==> config.mk <==
export PLATFORM = sky130hd
export DESIGN_NAME = lsu_mem_flat
export DESIGN_NICKNAME = d
export VERILOG_FILES = /design/src/rtl/lsu_mem_if.sv /design/src/rtl/lsu_mem.sv /design/src/flat_wrapper.sv
export SDC_FILE = /design/constraint.sdc
export NUM_CORES = 1
export LEC_CHECK = 0
export CAP_MARGIN = 15
export CORE_MARGIN = 4
export CORE_UTILIZATION = 35
export DETAILED_ROUTE_END_ITERATION = 8
export GPL_TIMING_DRIVEN = 0
export PLACE_DENSITY_LB_ADDON = 0.25
export RECOVER_POWER = 100
export SKIP_LAST_GASP = 1
export SLEW_MARGIN = 10
export SYNTH_ARGS = -nofsm -noshare
export SYNTH_HDL_FRONTEND = slang
export SYNTH_SLANG_ARGS = --single-unit
==> constraint.sdc <==
create_clock -name clk -period 4.5 [get_ports clk]
set_input_delay 0.9 -clock clk [delete_from_list [all_inputs] [get_ports clk]]
set_output_delay 0.9 -clock clk [all_outputs]
set_load 0.02 [all_outputs]
==> src/rtl/lsu_mem_if.sv <==
// lsu_mem_if: data-bus bundle between the load/store stage and memory.
//   master side (the LSU) drives mem_req, mem_we, mem_addr, mem_wdata, mem_be
//   and receives mem_gnt, mem_rvalid, mem_rdata; the slave side is the mirror.
//   mem_req     request; mem_we write; mem_addr word-aligned byte address
//   mem_wdata   lane-replicated store data; mem_be byte enables
//   mem_gnt     request accepted; mem_rvalid read data valid; mem_rdata read data
interface lsu_mem_if;
    logic        mem_req;
    logic        mem_we;
    logic [31:0] mem_addr;
    logic [31:0] mem_wdata;
    logic [3:0]  mem_be;
    logic        mem_gnt;
    logic        mem_rvalid;
    logic [31:0] mem_rdata;

    modport master (
        output mem_req, mem_we, mem_addr, mem_wdata, mem_be,
        input  mem_gnt, mem_rvalid, mem_rdata
    );

    modport slave (
        input  mem_req, mem_we, mem_addr, mem_wdata, mem_be,
        output mem_gnt, mem_rvalid, mem_rdata
    );
endinterface

==> src/rtl/lsu_mem.sv <==
// lsu_mem: load/store stage directly downstream of execute.
//   Runs L/S-type instructions over a req/gnt/rvalid bus, stalls the pipe via
//   hold_flag_o while an access is in flight, and registers the GPR write-back
//   for every instruction (non-memory results pass through with one cycle of
//   latency).
// Parameters
//   BUS_TIMEOUT  cycles allowed in REQ+WAIT before the access is aborted
//                with a bus_err_o pulse; 0 disables the timeout.
// Configuration macro
//   LSU_MISALIGN_TRAP_EN  when defined, misaligned LH/LHU/SH/LW/SW make no bus
//                         access and pulse bus_err_o instead; when undefined the
//                         low address bits below the access size are ignored.
// Ports
//   clk, rst                    clock, synchronous active-high reset
//   valid_i, inst_i, inst_addr_i   instruction presented by execute
//   reg_we_i/reg_waddr_i/reg_wdata_i  execute write-back (rd also used by loads)
//   mem_addr_i, mem_wdata_i     effective address and store data
//   hold_flag_o                 stall upstream, high while not IDLE
//   bus                         data bus (lsu_mem_if.master)
//   reg_we_o/reg_waddr_o/reg_wdata_o  registered GPR write-back
//   inst_o, inst_addr_o         registered retired instruction / address
//   bus_err_o                   one-cycle pulse on timeout (or misalign trap)
module lsu_mem #(
    parameter int unsigned BUS_TIMEOUT = 255
) (
    input  logic        clk,
    input  logic        rst,
    input  logic        valid_i,
    input  logic [31:0] inst_i,
    input  logic [31:0] inst_addr_i,
    input  logic        reg_we_i,
    input  logic [4:0]  reg_waddr_i,
    input  logic [31:0] reg_wdata_i,
    input  logic [31:0] mem_addr_i,
    input  logic [31:0] mem_wdata_i,
    output logic        hold_flag_o,
    lsu_mem_if.master   bus,
    output logic        reg_we_o,
    output logic [4:0]  reg_waddr_o,
    output logic [31:0] reg_wdata_o,
    output logic [31:0] inst_o,
    output logic [31:0] inst_addr_o,
    output logic        bus_err_o
);

    localparam logic [6:0] OP_LOAD  = 7'b0000011;
    localparam logic [6:0] OP_STORE = 7'b0100011;

    typedef enum logic [1:0] {
        S_IDLE = 2'd0,
        S_REQ  = 2'd1,
        S_WAIT = 2'd2
    } state_e;

    // Load data extraction: byte lane from off, half lane from off[1].
    function automatic logic [31:0] load_extract(input logic [31:0] rdata,
                                                 input logic [2:0]  f3,
                                                 input logic [1:0]  off);
        logic [7:0]  b;
        logic [15:0] h;
        case (off)
            2'd0:    b = rdata[7:0];
            2'd1:    b = rdata[15:8];
            2'd2:    b = rdata[23:16];
            default: b = rdata[31:24];
        endcase
        h = off[1] ? rdata[31:16] : rdata[15:0];
        case (f3)
            3'b000:  load_extract = {{24{b[7]}}, b};
            3'b001:  load_extract = {{16{h[15]}}, h};
            3'b100:  load_extract = {24'd0, b};
            3'b101:  load_extract = {16'd0, h};
            default: load_extract = rdata;
        endcase
    endfunction

    // Byte enables from access size (funct3[1:0]) and low address bits.
    function automatic logic [3:0] size_be(input logic [1:0] sz,
                                           input logic [1:0] off);
        case (sz)
            2'b00:   size_be = 4'b0001 << off;
            2'b01:   size_be = off[1] ? 4'b1100 : 4'b0011;
            default: size_be = 4'b1111;
        endcase
    endfunction

    // Store data is replicated across lanes so the slave picks it up via be.
    function automatic logic [31:0] store_data(input logic [1:0]  sz,
                                               input logic [31:0] d);
        case (sz)
            2'b00:   store_data = {4{d[7:0]}};
            2'b01:   store_data = {2{d[15:0]}};
            default: store_data = d;
        endcase
    endfunction

    state_e      state_q, state_d;
    logic [31:0] cnt_q, cnt_d;
    logic [31:0] mem_addr_q, mem_addr_d;
    logic        mem_we_q, mem_we_d;
    logic [3:0]  mem_be_q, mem_be_d;
    logic [31:0] mem_wdata_q, mem_wdata_d;
    logic        reg_we_q, reg_we_d;
    logic [4:0]  reg_waddr_q, reg_waddr_d;
    logic [31:0] reg_wdata_q, reg_wdata_d;
    logic [31:0] inst_q, inst_d;
    logic [31:0] inst_addr_q, inst_addr_d;
    logic        bus_err_q, bus_err_d;
    logic [1:0]  off_q, off_d;
    logic [4:0]  rd_q, rd_d;
    logic [2:0]  f3_q, f3_d;

    logic        op_load, op_store, is_load, is_store, misalign, timeout;
    logic [2:0]  f3;
    logic [1:0]  off;

    assign f3       = inst_i[14:12];
    assign off      = mem_addr_i[1:0];
    assign op_load  = (inst_i[6:0] == OP_LOAD);
    assign op_store = (inst_i[6:0] == OP_STORE);
    // Valid loads: LB/LH/LW/LBU/LHU; valid stores: SB/SH/SW.
    assign is_load  = op_load && (f3 != 3'b011) && (f3[2:1] != 2'b11);
    assign is_store = op_store && !f3[2] && (f3[1:0] != 2'b11);

`ifdef LSU_MISALIGN_TRAP_EN
    assign misalign = (f3[1:0] == 2'b01) ? off[0] :
                      (f3[1:0] == 2'b10) ? (off != 2'b00) : 1'b0;
`else
    assign misalign = 1'b0;
`endif

    // cnt_q counts cycles already spent in REQ/WAIT before the current one,
    // so the abort fires in the BUS_TIMEOUT-th busy cycle.
    assign timeout = (BUS_TIMEOUT != 0) && (cnt_q >= BUS_TIMEOUT - 1);

    always_comb begin
        logic load_done;
        load_done   = 1'b0;
        state_d     = state_q;
        cnt_d       = cnt_q;
        mem_addr_d  = mem_addr_q;
        mem_we_d    = mem_we_q;
        mem_be_d    = mem_be_q;
        mem_wdata_d = mem_wdata_q;
        reg_we_d    = 1'b0;
        reg_waddr_d = reg_waddr_q;
        reg_wdata_d = reg_wdata_q;
        inst_d      = inst_q;
        inst_addr_d = inst_addr_q;
        bus_err_d   = 1'b0;
        off_d       = off_q;
        rd_d        = rd_q;
        f3_d        = f3_q;

        unique case (state_q)
            S_IDLE: begin
                if (valid_i) begin
                    inst_d      = inst_i;
                    inst_addr_d = inst_addr_i;
                    if ((is_load || is_store) && !misalign) begin
                        mem_addr_d  = {mem_addr_i[31:2], 2'b00};
                        mem_we_d    = is_store;
                        mem_be_d    = size_be(f3[1:0], off);
                        mem_wdata_d = store_data(f3[1:0], mem_wdata_i);
                        off_d       = off;
                        rd_d        = reg_waddr_i;
                        f3_d        = f3;
                        cnt_d       = 32'd0;
                        state_d     = S_REQ;
                    end else if (is_load || is_store) begin
                        bus_err_d = 1'b1;
                    end else begin
                        // Load/store opcodes with a reserved funct3 retire silently.
                        reg_we_d    = reg_we_i && !op_load && !op_store &&
                                      (reg_waddr_i != 5'd0);
                        reg_waddr_d = reg_waddr_i;
                        reg_wdata_d = reg_wdata_i;
                    end
                end
            end
            S_REQ: begin
                cnt_d = cnt_q + 32'd1;
                // A completion in the last allowed cycle wins over the abort;
                // a load granted then without data is aborted.
                if (bus.mem_gnt && mem_we_q) begin
                    state_d = S_IDLE;
                end else if (bus.mem_gnt && bus.mem_rvalid) begin
                    load_done = 1'b1;
                end else if (timeout) begin
                    state_d   = S_IDLE;
                    bus_err_d = 1'b1;
                end else if (bus.mem_gnt) begin
                    state_d = S_WAIT;
                end
            end
            S_WAIT: begin
                cnt_d = cnt_q + 32'd1;
                if (bus.mem_rvalid) begin
                    load_done = 1'b1;
                end else if (timeout) begin
                    state_d   = S_IDLE;
                    bus_err_d = 1'b1;
                end
            end
            default: state_d = S_IDLE;
        endcase

        if (load_done) begin
            state_d     = S_IDLE;
            reg_we_d    = (rd_q != 5'd0);
            reg_waddr_d = rd_q;
            reg_wdata_d = load_extract(bus.mem_rdata, f3_q, off_q);
        end
    end

    // Registered stage: control and every output-visible register.
    always_ff @(posedge clk) begin
        if (rst) begin
            state_q     <= S_IDLE;
            cnt_q       <= 32'd0;
            mem_addr_q  <= 32'd0;
            mem_we_q    <= 1'b0;
            mem_be_q    <= 4'd0;
            mem_wdata_q <= 32'd0;
            reg_we_q    <= 1'b0;
            reg_waddr_q <= 5'd0;
            reg_wdata_q <= 32'd0;
            inst_q      <= 32'd0;
            inst_addr_q <= 32'd0;
            bus_err_q   <= 1'b0;
        end else begin
            state_q     <= state_d;
            cnt_q       <= cnt_d;
            mem_addr_q  <= mem_addr_d;
            mem_we_q    <= mem_we_d;
            mem_be_q    <= mem_be_d;
            mem_wdata_q <= mem_wdata_d;
            reg_we_q    <= reg_we_d;
            reg_waddr_q <= reg_waddr_d;
            reg_wdata_q <= reg_wdata_d;
            inst_q      <= inst_d;
            inst_addr_q <= inst_addr_d;
            bus_err_q   <= bus_err_d;
        end
    end

    // Access context only read while busy, so it needs no reset.
    always_ff @(posedge clk) begin
        off_q <= off_d;
        rd_q  <= rd_d;
        f3_q  <= f3_d;
    end

    assign hold_flag_o   = (state_q != S_IDLE);
    assign bus.mem_req   = (state_q == S_REQ);
    assign bus.mem_we    = mem_we_q;
    assign bus.mem_addr  = mem_addr_q;
    assign bus.mem_be    = mem_be_q;
    assign bus.mem_wdata = mem_wdata_q;
    assign reg_we_o      = reg_we_q;
    assign reg_waddr_o   = reg_waddr_q;
    assign reg_wdata_o   = reg_wdata_q;
    assign inst_o        = inst_q;
    assign inst_addr_o   = inst_addr_q;
    assign bus_err_o     = bus_err_q;

endmodule

==> src/flat_wrapper.sv <==
// flat-port wrapper written by rule: the top's interface ports become plain ports
module lsu_mem_flat 
#(
    parameter int unsigned BUS_TIMEOUT = 255
)
  (clk, rst, valid_i, inst_i, inst_addr_i, reg_we_i, reg_waddr_i, reg_wdata_i, mem_addr_i, mem_wdata_i, hold_flag_o, reg_we_o, reg_waddr_o, reg_wdata_o, inst_o, inst_addr_o, bus_err_o, bus_mem_req, bus_mem_we, bus_mem_addr, bus_mem_wdata, bus_mem_be, bus_mem_gnt, bus_mem_rvalid, bus_mem_rdata);
  lsu_mem_if bus_i ();
  input  logic clk;
  input  logic rst;
  input  logic valid_i;
  input  logic [31:0] inst_i;
  input  logic [31:0] inst_addr_i;
  input  logic reg_we_i;
  input  logic [4:0] reg_waddr_i;
  input  logic [31:0] reg_wdata_i;
  input  logic [31:0] mem_addr_i;
  input  logic [31:0] mem_wdata_i;
  output logic hold_flag_o;
  output logic reg_we_o;
  output logic [4:0] reg_waddr_o;
  output logic [31:0] reg_wdata_o;
  output logic [31:0] inst_o;
  output logic [31:0] inst_addr_o;
  output logic bus_err_o;
  output wire logic [$bits(bus_i.mem_req)-1:0] bus_mem_req;
  output wire logic [$bits(bus_i.mem_we)-1:0] bus_mem_we;
  output wire logic [$bits(bus_i.mem_addr)-1:0] bus_mem_addr;
  output wire logic [$bits(bus_i.mem_wdata)-1:0] bus_mem_wdata;
  output wire logic [$bits(bus_i.mem_be)-1:0] bus_mem_be;
  input wire logic [$bits(bus_i.mem_gnt)-1:0] bus_mem_gnt;
  input wire logic [$bits(bus_i.mem_rvalid)-1:0] bus_mem_rvalid;
  input wire logic [$bits(bus_i.mem_rdata)-1:0] bus_mem_rdata;
  assign bus_mem_req = bus_i.mem_req;
  assign bus_mem_we = bus_i.mem_we;
  assign bus_mem_addr = bus_i.mem_addr;
  assign bus_mem_wdata = bus_i.mem_wdata;
  assign bus_mem_be = bus_i.mem_be;
  assign bus_i.mem_gnt = bus_mem_gnt;
  assign bus_i.mem_rvalid = bus_mem_rvalid;
  assign bus_i.mem_rdata = bus_mem_rdata;
  lsu_mem #(.BUS_TIMEOUT(BUS_TIMEOUT)) u_core (.clk(clk), .rst(rst), .valid_i(valid_i), .inst_i(inst_i), .inst_addr_i(inst_addr_i), .reg_we_i(reg_we_i), .reg_waddr_i(reg_waddr_i), .reg_wdata_i(reg_wdata_i), .mem_addr_i(mem_addr_i), .mem_wdata_i(mem_wdata_i), .hold_flag_o(hold_flag_o), .bus(bus_i), .reg_we_o(reg_we_o), .reg_waddr_o(reg_waddr_o), .reg_wdata_o(reg_wdata_o), .inst_o(inst_o), .inst_addr_o(inst_addr_o), .bus_err_o(bus_err_o));
endmodule
==> impl_metrics.tcl, run 1 <==
set metrics [dict create \
    numCtsBuffers 26 \
    clock_skew_ns 0.0255 \
    slew_viol_final 0 \
    setup_viol_count_final 0 \
    vias_per_cell 5.16 \
    cts_tree "done" \
    dieArea_sq_mm 0.0294 \
    synth_area_per_cell_sq_um 8.16 \
    synthTopCellsByArea "dfxtp_1 (44%), nand2_1 (12%), a21oi_1 (8.7%)" \
    cp.required_ns 4.64 \
    min_period_ns 3.77 \
    detail_route.first_pass.iterations 7 \
    post-place-ws_ns 0.539 \
    hp-class "flop to flop" \
    syn_inst 1147 \
    yosysWarnings 0 \
    crit_start "inst_i[14]" \
    place_congestion 0.895 \
    cap_violations 0 \
    netlist_area_sq_mm 0.00936 \
    antenna_found_initial 3 \
    fillers 2431 \
    drive_gt1_share_pct 4.15 \
    tns_ns 0 \
    ys_seq_area_share_pct 46.8 \
    clock-sinks 214 \
    regArea_sq_mm 0.00438 \
    status "finished, final reports clean" \
    grt_max_degree 20 \
    multi_input_comb_area_sq_mm 0.00456 \
    rows 59 \
    p_leak_nw 5.61 \
    syn_to_final_growth_pct 53.5 \
    numPortBuffers 373 \
    yosysTopAreaCell "dfxtp_1" \
    synthArstFlopShare_pct 0 \
    drt_iter0_markers 559 \
    post-route-period-util_pct 83.9 \
    drt_wl_total_mm 36.4 \
    synth_flop_cell "dfxtp_1" \
    slew_headroom_pct 22.9 \
    worstPathMaxFanout 19 \
    synth_edf_count 10 \
    r2r_slack_ns 1.50 \
    rr_worst_depth 7 \
    crit_type "primary input to flop" \
    cp-endpoint "u_core.off_q[0]" \
    slowest_stage "clkbuf_1" \
    grt_util_all_layers_pct 23.3 \
    timing.rr.start "u_core.state_q[0]" \
    overflow 0 \
    worst_slack_ns 0.725 \
    ys_ff_latch 214 \
    hpwl_mm 28.0 \
    synth_top_area_share_pct 43.6 \
    die_x_um 172 \
    crit_chain "dlygate4sd3_1, o21ai_0, nand4_1, a21oi_1, clkbuf_1" \
    crit_path_end_kind "flop" \
    nets 1758 \
    cts.repair.resized 0 \
    finalHoldViolations 0 \
    die_h_um 172 \
    reg2reg_to "u_core.off_q[0]" \
    clockRootBuffer "clkbuf_16" \
    antenna_left 0 \
    power_density_mw_per_mm2 331 \
    cp.arrival_ns 3.91 \
    start_util_pct 35.7 \
    startpoint_type "primary input" \
    cts_max_path_buffers 3 \
    ys_types 62 \
    timing.fmax_mhz 265 \
    wl_per_cell_um 19.1 \
    grt_pass1_wl_mm 54.3 \
    hold_start "u_core.bus.mem_addr[5]" \
    drc 0 \
    ir_drop_v 0.000316 \
    slowest_delay_ns 0.91 \
    worstSkewPairLatency_ns 0.54 \
    grt_pass1_vias 9712 \
    clk_pin_slew_ns 0.06 \
    rsz0062_at_grt "no" \
    post_cts_buffers 0 \
    tightest_slew_ns 1.15 \
    hold_buffers 0 \
    io_pins 377 \
    vias 9837 \
    htree_levels 1 \
    core_sq_mm 0.0262 \
]
## cells in the mapped netlist (7+ instances only)
| cell type | number |
|---|---|
| o221ai_1 | 8 |
| edfxtp_1 | 10 |
| buf_2 | 15 |
| nor4_2 | 8 |
| or4_1 | 7 |
| a21o_1 | 16 |
| a21oi_1 | 162 |
| a211oi_1 | 19 |
| nor3_1 | 15 |
| xnor2_1 | 17 |
| mux2i_1 | 43 |
| a221oi_1 | 7 |
| nand2_1 | 311 |
| dfxtp_1 | 204 |
| nand4_1 | 10 |
| nand3_1 | 18 |
| nor4_1 | 13 |
| clkbuf_1 | 60 |
| a311oi_1 | 13 |
| nor2_1 | 67 |
| nor2b_1 | 9 |
| inv_1 | 10 |
| o21ai_0 | 29 |
## metrics by stage
stage	instances	hold slack, ns	cell area [sq um]	util (%)	power [W]
3_5_place_dp	1856	0.442	13500	51.6	0.00263
4_1_cts	1903	0.453	14400	55.0	0.00483
2_1_floorplan	1148	0.452	9370	-	0.00226
5_1_grt	1904	0.465	14400	54.8	0.00493
6_report	1905	0.448	14400	54.8	0.00476
3_3_place_gp	1856	0.436	13500	51.6	0.00262
## registers in the layout, indices dropped and copies added (netlist names)
signal / cells
u_core.rd_q: 5
u_core.cnt_q: 32
u_core.reg_wdata_o: 32
u_core.inst_o: 32
u_core.bus.mem_addr: 30
u_core.reg_waddr_o: 5
u_core.bus.mem_wdata: 32
u_core.off_q: 2
u_core.reg_we_o: 1
u_core.bus_err_o: 1
u_core.f3_q: 3
u_core.inst_addr_o: 32
u_core.bus.mem_be: 4
u_core.state_q: 2
u_core.bus.mem_we: 1
## logic make-up after synthesis
| group | synth area share, % |
|---|---|
| other | 0.0401 |
| DFF | 46.8 |
| buffers and inverters | 4.05 |
| xor gates and xnor gates | 1.87 |
| muxes | 4.84 |
| adders and majority gates | 0.802 |
| and+or+nand+nor | 24.0 |
| AOI/OAI and AO/OA | 17.6 |
## per-layer routing
metal  track usage (%)  vias up  share of wire (%)
li1                  -     4795                  -
met1              26.9     4561                 39
met2              41.3      416                 49
met3              7.63       63                 10
met4              6.58        2                2.8
met5                 0        -              0.036
## how the worst min path moves through the flow
stage                                          end  slack, ns  cells after the start
after floorplan                   u_core.cnt_q[31]       0.45                      2
after global placement     u_core.bus.mem_addr[12]       0.44                      2
after detailed placement  u_core.bus.mem_wdata[28]       0.44                      2
after CTS                  u_core.bus.mem_addr[21]       0.45                      2
after global routing       u_core.bus.mem_addr[30]       0.46                      2
final                       u_core.bus.mem_addr[5]       0.45                      2
## worst max-delay path: cells and delay by family
family | cells | cell delay [ns]
compound gates | 2 | 1.15
buf+inv | 2 | 1.59
simple gates | 1 | 0.25
## report_power, final
part / internal, W / switching [W] / total (W) / leakage (nW)
Clock: 0.00136 / 0.000837 / 0.00219 / 0.446
Sequential: 0.00196 / 0.0000252 / 0.00199 / 1.75
Combinational: 0.000289 / 0.000285 / 0.000574 / 3.41
## placed cells by master (no fill, tap or decap), types with 27 or more instances in the layout
master and n:
o21ai_0 30, nand2_1 312, a21oi_1 162, clkdlybuf4s50_1 189, clkbuf_16 27, nor2_1 67, dlygate4sd3_1 184, dfxtp_1 204
mux2i_1 43, clkbuf_1 75
## area by class of cell
class / instances / share of cell area (%)
Buffer: 82 / 2.24
Timing Repair Buffer: 373 / 26.0
Clock buffer: 36 / 5.36
Tap cell: 335 / 2.92
Antenna cell: 2 / 0.0348
Sequential cell: 214 / 30.5
Inverter: 11 / 0.287
Clock inverter: 11 / 0.906
Multi-Input combinational cell: 841 / 31.8
Power figures use the tool's default switching activity.
==> run 2, diff against run 1 <==
==> constraint.sdc (replaced) <==
create_clock -name clk -period 3.45 [get_ports clk]
set_input_delay 0.69 -clock clk [delete_from_list [all_inputs] [get_ports clk]]
set_output_delay 0.69 -clock clk [all_outputs]
set_load 0.02 [all_outputs]
==> run 2 against run 1 <==
Sequential power rose by 30%. Die area stayed put. Clock skew grew 0.0016 ns. Combinational power grew 30%. Hold slack barely moved. Critical path type unchanged.
==> impl_metrics.tcl, run 2 (synthesis results as in run 1) <==
set metrics [dict create \
    mostFrequentLayoutCells "nand2_1 (312), dfxtp_1 (204), clkdlybuf4s50_1 (190)" \
    p_leak_nw 5.61 \
    grt_max_degree 20 \
    nets 1758 \
    cts.repair.resized 0 \
    hp-class "flop to flop" \
    dpl-instance-area_sq_mm 0.0135 \
    status "finished, final reports clean" \
    drive_gt1_share_pct 4.27 \
    worstSkewPairLatency_ns 0.54 \
    post-route-period-util_pct 93.3 \
    worst_slack_ns 0.230 \
    clock_skew_ns 0.0272 \
    final_area_sq_mm 0.0144 \
    cts_tree "done" \
    clock-sinks 214 \
    cap_violations 0 \
    crit_chain "dlygate4sd3_1, o21ai_2, nand4_1, a21oi_1, clkbuf_1" \
    antenna_left 0 \
    slew_viol_final 0 \
    numPortBuffers 373 \
    slew_headroom_pct 23.0 \
    hpwl_mm 28.0 \
    numCtsBuffers 26 \
    cp.required_ns 3.59 \
    grt_util_all_layers_pct 23.3 \
    crit_path_end_kind "flop" \
    grt_pass1_wl_mm 54.3 \
    setup_viol_count_final 0 \
    vias 9871 \
    ir_drop_v 0.000412 \
    clockRootBuffer "clkbuf_16" \
    htree_levels 1 \
    antenna_found_initial 3 \
    start_util_pct 35.7 \
    vias_per_cell 5.18 \
    post-place-ws_ns -0.301 \
    min_period_ns 3.22 \
    cts_max_path_buffers 3 \
    slowest_delay_ns 0.92 \
    wl_per_cell_um 19.1 \
    slowest_stage "clkbuf_1" \
    rows 59 \
    die_h_um 172 \
    detail_route.first_pass.iterations 6 \
    layout_commonest_cell "nand2_1" \
    cp.arrival_ns 3.36 \
    core_sq_mm 0.0262 \
    drt_wl_total_mm 36.4 \
    dieArea_sq_mm 0.0294 \
    finalHoldViolations 0 \
    timing.fmax_mhz 311 \
    place_congestion 0.895 \
    post_cts_buffers 0 \
    worstPathMaxFanout 19 \
    die_x_um 172 \
    drc 0 \
    crit_family "buffers and inverters" \
    rsz0062_at_grt "no" \
    cp.depth 5 \
    clk_pin_slew_ns 0.06 \
    hold_depth 2 \
    crit_buf_inv 2 \
    hold_buffers 0 \
    drt_iter0_markers 620 \
    overflow 0 \
    tightest_slew_ns 1.16 \
    power_density_mw_per_mm2 432 \
    rr_worst_depth 7 \
    io_pins 377 \
    crit_type "primary input to flop" \
    syn_to_final_growth_pct 53.6 \
    grt_pass1_vias 9712 \
    startpoint_type "primary input" \
]
-- run 2: through the flow --
step / TNS [ns] / total power [W] / util, % / cells / hold slack, ns
floorplan: 0 / 0.00294 / - / 1148 / 0.452
global placement: -5.14 / 0.00342 / 51.6 / 1856 / 0.436
detailed placement: -5.26 / 0.00343 / 51.6 / 1856 / 0.442
CTS: 0 / 0.00630 / 55.0 / 1903 / 0.453
global route: 0 / 0.00643 / 54.9 / 1904 / 0.465
finish: 0 / 0.00621 / 54.9 / 1905 / 0.448
-- run 2: path summary, 6_finish.rpt --
path         slack (ns)                endpoint                   start
min                0.45  u_core.bus.mem_addr[5]  u_core.bus.mem_addr[5]
max                0.23         u_core.off_q[0]              inst_i[14]
min reg2reg        0.45  u_core.bus.mem_addr[5]  u_core.bus.mem_addr[5]
max reg2reg        0.45         u_core.off_q[0]       u_core.state_q[0]
-- run 2: area by class of cell --
type	instances	area (sq um)
Antenna cell	2	5.00
Buffer	82	323
Clock buffer	36	769
Clock inverter	11	130
Fill cell	2427	11800
Inverter	11	41.3
Multi-Input combinational cell	841	4570
Sequential cell	214	4380
Tap cell	335	419
Timing Repair Buffer	373	3730
-- run 2: report_power, final --
group	total, W	leakage [nW]	switching (W)	internal [W]
Sequential	0.00259	1.75	0.0000329	0.00256
Clock	0.00286	0.446	0.00109	0.00177
Combinational	0.000749	3.41	0.000371	0.000377
Total	0.00621	5.61	0.00150	0.00471
-- run 2: worst reg2reg max path, cell delays in order, from the launching register on --
cell and delay (ns):
dfxtp_1 0.33, inv_1 0.11, ha_1 0.19, and2_1 0.12
clkbuf_1 0.19, nand4_1 0.17, a21oi_1 0.56, clkbuf_1 0.92
-- run 2: metal layers --
layer | track usage, % | wire length [um] | vias to the layer above
met3 | 7.63 | 3640 | 57
met1 | 26.9 | 14100 | 4588
li1 | - | - | 4796
met4 | 6.58 | 952 | 2
met5 | 0 | 13 | -
met2 | 41.3 | 17700 | 428
==> run 3, diff against run 2 <==
--- a/config.mk
+++ b/config.mk
@@ -8,6 +8,7 @@
 export CAP_MARGIN = 15
 export CORE_MARGIN = 4
 export CORE_UTILIZATION = 35
+export CTS_CLUSTER_SIZE = 25
 export DETAILED_ROUTE_END_ITERATION = 8
 export GPL_TIMING_DRIVEN = 0
 export PLACE_DENSITY_LB_ADDON = 0.25
==> results of run 3 <==
Same layout as run 2: the final DEF is identical, and so are final timing and power.
